File: config.mk
export PLATFORM = sky130hd
export DESIGN_NAME = mem_access_ctrl
export DESIGN_NICKNAME = d
export VERILOG_FILES = /design/src/rtl/mem_access_ctrl.sv
export SDC_FILE = /design/constraint.sdc
export NUM_CORES = 1
export LEC_CHECK = 0
export ABC_CLOCK_PERIOD_IN_PS = 1920
export BUFFER_PORTS_ARGS = -buffer_cell sky130_fd_sc_hd__buf_2
export CAP_MARGIN = 15
export CORE_AREA = 2 2 81 142
export DETAILED_ROUTE_END_ITERATION = 8
export DIE_AREA = 0 0 83 144
export GPL_ROUTABILITY_DRIVEN = 0
export GPL_TIMING_DRIVEN = 0
export PLACE_DENSITY = 0.89
export SLEW_MARGIN = 25
export SYNTH_ARGS = -nofsm -noshare
export SYNTH_HDL_FRONTEND = slang
export SYNTH_SLANG_ARGS = --single-unit
File: constraint.sdc
create_clock -name clk -period 1.92 [get_ports clk]
set_input_delay 0.096 -clock clk [delete_from_list [all_inputs] [get_ports clk]]
set_output_delay 0.096 -clock clk [all_outputs]
set_load 0.02 [all_outputs]
File: src/rtl/mem_access_ctrl.sv
// Data-memory stage sequencer: turns loads/stores into req/ack RAM transactions,
// stalls upstream while a transaction is outstanding, and forwards results to MEM/WB.
module mem_access_ctrl #(
    parameter int TIMEOUT = 16
) (
    input  logic        clk,
    input  logic        rst,
    input  logic        in_valid,
    input  logic        in_rd_en,
    input  logic        in_wr_en,
    input  logic [31:0] in_data,
    input  logic [31:0] in_rs2,
    input  logic        in_reg_we,
    input  logic [4:0]  in_wb_addr,
    output logic        stall,
    output logic        ram_req,
    output logic        ram_we,
    output logic [31:0] ram_addr,
    output logic [31:0] ram_wdata,
    input  logic        ram_ack,
    input  logic [31:0] ram_rdata,
    output logic        wb_valid,
    output logic        wb_we,
    output logic [4:0]  wb_addr,
    output logic [31:0] wb_data,
    output logic        wb_err
);

    localparam int CW = $clog2(TIMEOUT);

    typedef enum logic [1:0] {IDLE, ACCESS, DONE} state_t;

    state_t        state;
    logic [CW-1:0] cnt;
    logic          cap_reg_we;
    logic          mem_op;

    assign mem_op = in_valid & (in_rd_en | in_wr_en);
    assign stall  = ((state == IDLE) & mem_op) | (state == ACCESS);

    // NOTE: all state below uses non-blocking assignments so every register
    // samples the pre-edge values of its peers, independent of statement order.
    always_ff @(posedge clk) begin
        if (rst) begin
            state      <= IDLE;
            cnt        <= '0;
            cap_reg_we <= 1'b0;
            ram_req    <= 1'b0;
            ram_we     <= 1'b0;
            ram_addr   <= '0;
            ram_wdata  <= '0;
            wb_valid   <= 1'b0;
            wb_we      <= 1'b0;
            wb_addr    <= '0;
            wb_data    <= '0;
            wb_err     <= 1'b0;
        end else begin
            case (state)
                IDLE: begin
                    if (mem_op) begin
                        ram_addr   <= in_data;
                        ram_wdata  <= in_rs2;
                        ram_we     <= in_wr_en;
                        wb_addr    <= in_wb_addr;
                        cap_reg_we <= in_reg_we;
                        ram_req    <= 1'b1;
                        cnt        <= '0;
                        wb_valid   <= 1'b0;
                        state      <= ACCESS;
                    end else if (in_valid) begin
                        wb_valid <= 1'b1;
                        wb_data  <= in_data;
                        wb_we    <= in_reg_we;
                        wb_addr  <= in_wb_addr;
                        wb_err   <= 1'b0;
                    end else begin
                        wb_valid <= 1'b0;
                    end
                end
                ACCESS: begin
                    cnt <= cnt + 1'b1;
                    if (ram_ack) begin
                        // A store reports its address as the write-back value.
                        ram_req  <= 1'b0;
                        wb_data  <= ram_we ? ram_addr : ram_rdata;
                        wb_we    <= cap_reg_we & ~ram_we;
                        wb_err   <= 1'b0;
                        wb_valid <= 1'b1;
                        state    <= DONE;
                    end else if (cnt == CW'(TIMEOUT - 1)) begin
                        ram_req  <= 1'b0;
                        wb_we    <= 1'b0;
                        wb_err   <= 1'b1;
                        wb_valid <= 1'b1;
                        state    <= DONE;
                    end
                end
                DONE: begin
                    wb_valid <= 1'b0;
                    state    <= IDLE;
                end
                default: state <= IDLE;
            endcase
        end
    end

endmodule

* After elaboration in Yosys (flattened, before gate mapping)
Index checks and enable logic that the tools add are counted.
Word-level totals: bits in registers 113, bits of input ports 108
Cells by class: add/sub/neg operators 1, eq/ne operators 8, multiplexer cells 30, bitwise logic cells 6, reduce and logical (&&, ||, !) cells 12
Operators by type and width (count):
- 32-bit 2-to-1 mux | 4
- 32-bit one-hot mux with 2 select lines | 1
- 1-bit 2-to-1 mux | 13
- 5-bit 2-to-1 mux | 2
- 2-bit AND reduction | 5
- 2-bit != test, second input constant | 4
- 4-bit one-hot mux with 2 select lines | 1
- 4-bit AND reduction | 2
- 2-bit 2-to-1 mux | 3
- 1-bit one-hot mux with 2 select lines | 3
- 4-bit by 1-bit adder with 4-bit output, second input constant | 1
- 4-bit == test, second input constant | 1
- 4-bit 2-to-1 mux | 1
- 2-bit one-hot mux with 2 select lines | 1
- 2-bit nonzero test | 2
- 1-bit bitwise AND | 3
- 3-bit by 2-bit != test with 1-bit output, second input constant | 1
- 1-bit one-hot mux with 3 select lines | 1
- 3-bit AND reduction | 1
- 3-bit nonzero test | 1
- 2-bit by 1-bit == test with 1-bit output, second input constant | 1
- 2-bit == test, second input constant | 1
- 2-bit logical NOT | 1
- 1-bit OR | 2
- 1-bit inverter | 1

* Logic depth before layout (Yosys ltp)
Gate-level depths: netlist (run 1).
word-level depth 4, gate-level depth with buffers 8, mapped depth without buffers 5

* Least setup slack after synthesis (run 1)
OpenSTA, ideal clock, no wires.
path kind register to register, start point register state[0], end point register cnt[3], library setup time 0.074 ns, arrival 1.568 ns, path slack 0.278 ns, stages on the path, launching flop included 7, cell sequence dfxtp_1 > inv_1 > ha_1 > clkbuf_1 > or3b_2 > mux2_2 > a31oi_1
Between the ends: cells in the longest elaborated chain, start to end 3
Ends and longest elaborated chain:
- start: declaration | line 33 | state_t state;
- start signal: assignment | line 45 | state <= IDLE;
- start signal: assignment | line 69 | state <= ACCESS;
- start signal: assignment | line 89 | state <= DONE;
- 2-bit by 1-bit == test with 1-bit output / 2-bit logical NOT (equally long branches) | line 58 | case (state)
- 2-bit nonzero test (no source line) / 2-bit != test (equally long branches)
- 2-bit AND reduction (no source line)
- end signal: assignment | line 81 | cnt <= cnt + 1'b1;
- end: declaration | line 34 | logic [CW-1:0] cnt;
Parallel ways exist; a longest one is shown, timed or not. A chain may end at the register's enable or synchronous reset.

* Worst setup path after layout (run 1)
start point register state[1], end point output port stall
Between the ends: cells in the longest elaborated chain, start to end 3
Ends and longest elaborated chain:
- 2-bit logical NOT | line 39 | assign stall = ((state == IDLE) & mem_op) | (state == ACCESS);
- 1-bit bitwise AND | line 39
- 1-bit OR (*) | line 39
- end: declaration | line 15 | output logic stall,
Every way passes the cells marked *; elsewhere a longest branch is shown, timed or not.

==> results of run 1 <==
-- how the worst max path moves through the flow --
| stage | start | to | slack, ns | depth (start not counted) |
|---|---|---|---|---|
| after floorplan | state[0]$_SDFFE_PP0P_ | cnt[3]$_SDFFE_PP0P_ | 0.28 | 6 |
| after global placement | state[1]$_SDFFE_PP0P_ | ram_req$_SDFFE_PP0P_ | -0.02 | 7 |
| after detailed placement | state[0]$_SDFFE_PP0P_ | cap_reg_we$_SDFFE_PP0P_ | -0.03 | 7 |
| after CTS | state[0]$_SDFFE_PP0P_ | stall | 0.001 | 6 |
| after global routing | state[1]$_SDFFE_PP0P_ | wb_data[9]$_SDFFE_PP0P_ | 0.0007 | 7 |
| final | state[1]$_SDFFE_PP0P_ | stall | 0.08 | 7 |
-- flip-flops by register name, indices dropped and copies added, names as in the netlist --
register    flops
ram_addr       32
wb_addr         5
wb_valid        1
wb_data        32
wb_we           1
state           2
wb_err          1
cnt             4
ram_req         1
ram_we          1
cap_reg_we      1
ram_wdata      32
-- cells in the mapped netlist, types with 2 or more instances --
master    instances
inv_1             5
o211a_1           2
buf_1             4
a22oi_1           2
clkbuf_1         26
a21oi_1          75
nand3_1          12
a211o_1          33
buf_4             4
mux2_2            2
buf_8             3
buf_2            12
mux2i_1          67
nor2_1           36
nand2b_1          2
nand2_1         175
dfxtp_1         113
nor2b_1           5
ha_1              6
-- logic make-up after synthesis --
kind of cell | after synthesis
AOI/OAI and AO/OA | 123
and+or+nand+nor | 239
buffers and inverters | 54
muxes | 69
adders and majority gates | 6
DFF | 113
-- layout make-up --
type	count	area, sq um	area share [%]
Clock inverter	11	91.3	1.20
Timing Repair Buffer	288	1800	23.6
Clock buffer	20	447	5.85
Tap cell	132	165	2.16
Multi-Input combinational cell	437	2570	33.7
Sequential cell	113	2260	29.6
Buffer	47	275	3.60
Inverter	5	18.8	0.246
Antenna cell	2	5.00	0.0655
-- where the power goes --
group	internal [mW]	switching [mW]	total, mW
Sequential	2.79	0.260	3.05
Combinational	1.48	2.33	3.80
Clock	1.79	1.08	2.87
Total	6.06	3.66	9.72
-- metrics by stage --
stage / hold slack, ns / area [sq um] / power (mW)
2_1_floorplan: 0.232 / 5090 / 5.46
3_3_place_gp: 0.335 / 6330 / 6.52
3_5_place_dp: 0.341 / 6330 / 6.59
4_1_cts: 0.110 / 7610 / 9.62
5_1_grt: 0.160 / 7640 / 10.2
6_report: 0.120 / 7640 / 9.72
-- metal layers --
| metal | share of wire [%] | global-route usage, % | routed length (um) | vias up |
|---|---|---|---|---|
| met5 | 0 | 0 | 0 | - |
| met4 | 5.2 | 17.2 | 955 | 0 |
| met3 | 5.0 | 5.88 | 912 | 81 |
| met2 | 54 | 55.1 | 9870 | 269 |
| met1 | 36 | 30.4 | 6530 | 2654 |
| li1 | - | - | - | 2663 |
-- what timing repair did --
action / in CTS / in global routing
buffers inserted: 2 / 2
hold buffers: 70 / 0
setup endpoints to repair: 17 / 90
endpoints found under the hold margin: 70 / 0
pin swaps: 1 / 1
gates resized for setup: 8 / 16
-- worst register-to-register path, cell delays in order (launching register included) --
cell,delay (ns)
dfxtp_2,0.34
inv_1,0.08
ha_2,0.28
buf_1,0.44
nand2_1,0.26
nand2_1,0.17
a21oi_1,0.10
==> results.yml, run 1 <==
yosys:
  synth-compound-area-share_pct: 16.1
  synth_edf_count: 0
  synthTopCellsByArea: "dfxtp_1 (44%), mux2i_1 (13%), nand2_1 (13%), a21oi_1 (7.4%), a211o_1 (5.7%)"
  synth_fp_nets: 718
  yosys-mux-area-fraction_pct: 13.6
  syn_area_per_cell_sq_um: 8.43
  netlist-cell-type-count: 39
  synth_fa_ha_area_share_pct: 1.47
  async_flop_share_pct: 0
  synthSimpleGateAreaFrac_pct: 19.1
  syn_inst: 604
  synthesis.area_sq_mm: 0.00509
  synth-xor-area-share_pct: 0
  synth.top_cell.area_share_pct: 44.4
  synth_top_family_by_area: "simple AND/OR/NAND/NOR gates"
  ys_seq_elements: 113
  ys_seq_area_share_pct: 44.4
  yosysWarningCount: 0
  synth.largest_area_cell: "dfxtp_1"
  synth_ff_type: "dfxtp_1"
final_layout:
  syn_to_final_growth_pct: 50.1
  drive_gt1_share_pct: 30.7
  layout_commonest_cell: "buf_2"
  finalNonFillerCells: 1055
  final_cell_mix: "buf_2 (221), nand2_1 (175), dfxtp_1 (111)"
  utilization_pct: 70.0
  nets: 1023
  fillers: 851
global_routing:
  grt_max_degree: 17
  grt_antenna_before_repair: 1
  grt-ovfl-total: 0
  grt_pass1_wl_um: 28100
  grt_use_total_pct: 29.6
  grt_pass1_vias: 5670
min_path:
  hold_end: "ram_we$_SDFFE_PP0P_"
  min_delay_path_depth: 3
  hp-class: "primary input to flip-flop"
  hold_start: "in_wr_en"
placed_design:
  port_buffers: 214
  post-dp-hpwl_um: 11800
  dp_cells: 950
  place_ws_ns: -0.0346
timing:
  clock.fmax_ghz: 0.544
  report.final.slew_viol_count: 0
  tightest_slew_ns: 0.578
  fin_worst_skew_ns: 0.00504
  finalSetupTns_ns: 0
  relSlewSlack_pct: 61.4
  rsz0062_at_grt: "false"
  period_needed_ns: 1.84
  setup_viol_count_final: 0
  finalHoldViolCount: 0
  post-route-period-util_pct: 95.7
  fin_ws_ns: 0.0830
power_and_ir_drop:
  p_leak_nw: 3.67
  vdd.ir_drop.worst_uv: 848
  p_per_area_mw_per_mm2: 1270
clock_tree:
  numCtsBuffers: 17
  cts.sinks: 113
  clk_latency_ns: 0.40
  clk_pin_slew_worst_paths_ns: 0.05
  cts_tree: "built"
  htreeDepth: 4
  clockRootBuffer: "clkbuf_16"
  clockBufferDepth: 2
worst_setup_path:
  ff2ff_path_depth: 6
  arrival_ns: 1.74
  cp_num_buf_inv: 5
  critical_path.max_fanout: 10
  critPathCaptureType: "output pin"
  path_common_cell: "buf_2"
  slowest_delay_ns: 0.34
  cp-start-kind: "flip-flop"
  path_delay_family: "buffers and inverters"
  critPathRequiredTime_ns: 1.82
  r2r_end: "wb_addr[3]$_SDFFE_PP0P_"
  path_cells: "inv_2 -> ha_1 -> buf_2 -> buf_6 -> clkbuf_8 -> nand2b_1 -> buf_2"
  r2r-start: "state[0]$_SDFFE_PP0P_"
  crit_type: "flip-flop to output pin"
  crit_path_top_delay_cell: "dfxtp_2"
  rrSetupSlack_ns: 0.12
drt:
  wl_um: 18300
  first_pass_iters: 5
  vias_per_cell: 5.37
  vias: 5667
  antenna_left: 0
  dr.first_iter.drc_count: 240
  remaining_drc_errors: 0
  routedWlPerCell_um: 17.3
floorplan:
  die_h_um: 144
  dieArea_sq_mm: 0.0120
  coreArea_sq_mm: 0.0109
  dieWidth_um: 83
  num_rows: 51
  ios: 215
  initial_utilization_pct: 46.6
status:
  status: "finished clean"
job:
  max_cap_viol_count: 0
Note: power is estimated with default switching activity, not from simulation.
==> run 2, diff against run 1 <==
Settings changed: BUFFER_PORTS_ARGS -buffer_cell sky130_fd_sc_hd__buf_2 to not set, CORE_AREA 2 2 81 142 to 2 2 73 127, DIE_AREA 0 0 83 144 to 0 0 75 129, DONT_BUFFER_PORTS set to 1, PLACE_DENSITY 0.89 to 0.84.
==> run 2 against run 1 <==
Net effect: clock power up 27%; total power up 3.0%; non-clock buffer count down 212; sequential share of layout area up 4.1 points; critical path type is now flip-flop to flip-flop; critical endpoint is now wb_data[25]$_SDFFE_PP0P_; cell area down 12%; combinational power down 29%; first-iteration DRC count up 6.3%; highest routed layer unchanged; register-to-register slack worse by 0.04 ns; routed wire length down 12%; clock skew up 0.0014 ns; utilization up 7.9 points.
==> results.yml, run 2 (same netlist as run 1, synthesis figures left out) <==
timing:
  finalHoldViolCount: 0
  period_needed_ns: 1.84
  post-route-period-util_pct: 96.0
  relSlewSlack_pct: 63.8
  clock.fmax_ghz: 0.543
  setup_viol_count_final: 0
  rsz0062_at_grt: "true"
  report.final.slew_viol_count: 0
  fin_worst_skew_ns: 0.00641
  fin_ws_ns: 0.0770
  tightest_slew_ns: 0.543
worst_setup_path:
  critical_path.max_fanout: 10
  arrival_ns: 2.17
  critPathRequiredTime_ns: 2.25
  cp-start-kind: "flip-flop"
  critPathCaptureType: "flip-flop"
  ff2ff_path_depth: 6
  crit_type: "flip-flop to flip-flop"
clock_tree:
  clockBufferDepth: 2
  cts.sinks: 113
  htreeDepth: 4
  clk_latency_ns: 0.42
  cts_tree: "built"
  clk_pin_slew_worst_paths_ns: 0.05
  numCtsBuffers: 17
  clockRootBuffer: "clkbuf_16"
drt:
  first_pass_iters: 5
  vias: 4943
  dr.first_iter.drc_count: 255
  vias_per_cell: 5.98
  wl_um: 16100
  routedWlPerCell_um: 19.5
  antenna_left: 0
  remaining_drc_errors: 0
final_layout:
  final_cell_mix: "nand2_1 (175), dfxtp_1 (113), a21oi_1 (75)"
  layout_commonest_cell: "nand2_1"
  syn_to_final_growth_pct: 31.8
  utilization_pct: 77.9
  drive_gt1_share_pct: 9.44
  fillers: 588
  antenna_cells: 0
  largestRegisters: "ram_addr (32), ram_wdata (32), wb_data (32)"
  nets: 811
placed_design:
  post-dp-hpwl_um: 10400
  port_buffers: 0
  place_ws_ns: -0.0405
global_routing:
  grt_pass1_wl_um: 24900
  grt_use_total_pct: 33.9
  grt_pass1_vias: 5180
  grt-ovfl-total: 0
  grt_antenna_before_repair: 0
  grt_max_degree: 17
min_path:
  hp-class: "primary input to flip-flop"
  min_delay_path_depth: 3
status:
  status: "finished clean"
floorplan:
  dieArea_sq_mm: 0.00968
  coreArea_sq_mm: 0.00861
  die_h_um: 129
  dieWidth_um: 75
  ios: 215
  initial_utilization_pct: 59.1
  num_rows: 45
power_and_ir_drop:
  p_per_area_mw_per_mm2: 1490
  p_leak_nw: 2.76
  vdd.ir_drop.worst_uv: 1070
job:
  max_cap_viol_count: 0
==> run 2: worst paths after layout <==
kind,start,to,slack [ns]
setup / recovery,state[0]$_SDFFE_PP0P_,wb_data[25]$_SDFFE_PP0P_,0.08
hold / removal,in_data[4],wb_data[4]$_SDFFE_PP0P_,0.007
setup reg to reg,state[0]$_SDFFE_PP0P_,wb_data[25]$_SDFFE_PP0P_,0.08
hold reg to reg,cap_reg_we$_SDFFE_PP0P_,cap_reg_we$_SDFFE_PP0P_,0.47
==> run 2: layout make-up <==
| class | count | area (sq um) | area share [%] |
|---|---|---|---|
| Buffer | 48 | 268 | 3.99 |
| Clock buffer | 23 | 488 | 7.27 |
| Clock inverter | 9 | 200 | 2.98 |
| Inverter | 5 | 18.8 | 0.280 |
| Multi-Input combinational cell | 437 | 2580 | 38.5 |
| Sequential cell | 113 | 2260 | 33.7 |
| Tap cell | 117 | 146 | 2.18 |
| Timing Repair Buffer | 75 | 746 | 11.1 |
==> run 2: worst max-delay path: stages (launching register included) <==
cell	delay [ns]
dfxtp_1	0.40
inv_1	0.09
ha_1	0.27
and4bb_2	0.28
o22ai_4	0.25
buf_8	0.21
mux2i_1	0.25
==> run 2: what timing repair did <==
| action | 4_1_cts | 5_1_grt |
|---|---|---|
| endpoints found under the setup margin | 5 | 70 |
| hold endpoints to repair | 101 | 0 |
| hold buffers | 73 | 0 |
| gates resized for setup | 9 | 9 |
| setup buffers | 0 | 2 |
| pin swaps | 0 | 1 |
==> run 2: through the flow <==
stage	instance area (sq um)	setup TNS, ns	hold slack (ns)	cells	power, mW
detailed placement	5240	-0.0405	0.238	721	6.08
CTS	6680	0	0.00627	825	9.91
floorplan	5090	0	0.232	604	5.46
global route	6710	-0.00413	0.0330	827	10.4
finish	6710	0	0.00678	827	10.0
global placement	5240	0	0.233	721	5.96
==> run 2: routing by layer <==
metal / part of all wire [%] / GRT usage, % / up-vias / wire length (um)
li1: - / - / 2237 / -
met1: 34 / 33.8 / 2303 / 5550
met2: 52 / 57.3 / 309 / 8360
met3: 8.6 / 11.6 / 94 / 1390
met4: 5.0 / 22.5 / 0 / 813
met5: 0 / 0 / - / 0
==> run 2: power breakdown <==
| part | leakage, nW | internal, mW | switching, mW | total (mW) |
|---|---|---|---|---|
| registers | 0.923 | 2.79 | 0.867 | 3.66 |
| logic | 1.50 | 1.13 | 1.58 | 2.71 |
| clock network | 0.330 | 2.57 | 1.08 | 3.65 |
| total | 2.76 | 6.49 | 3.53 | 10.0 |
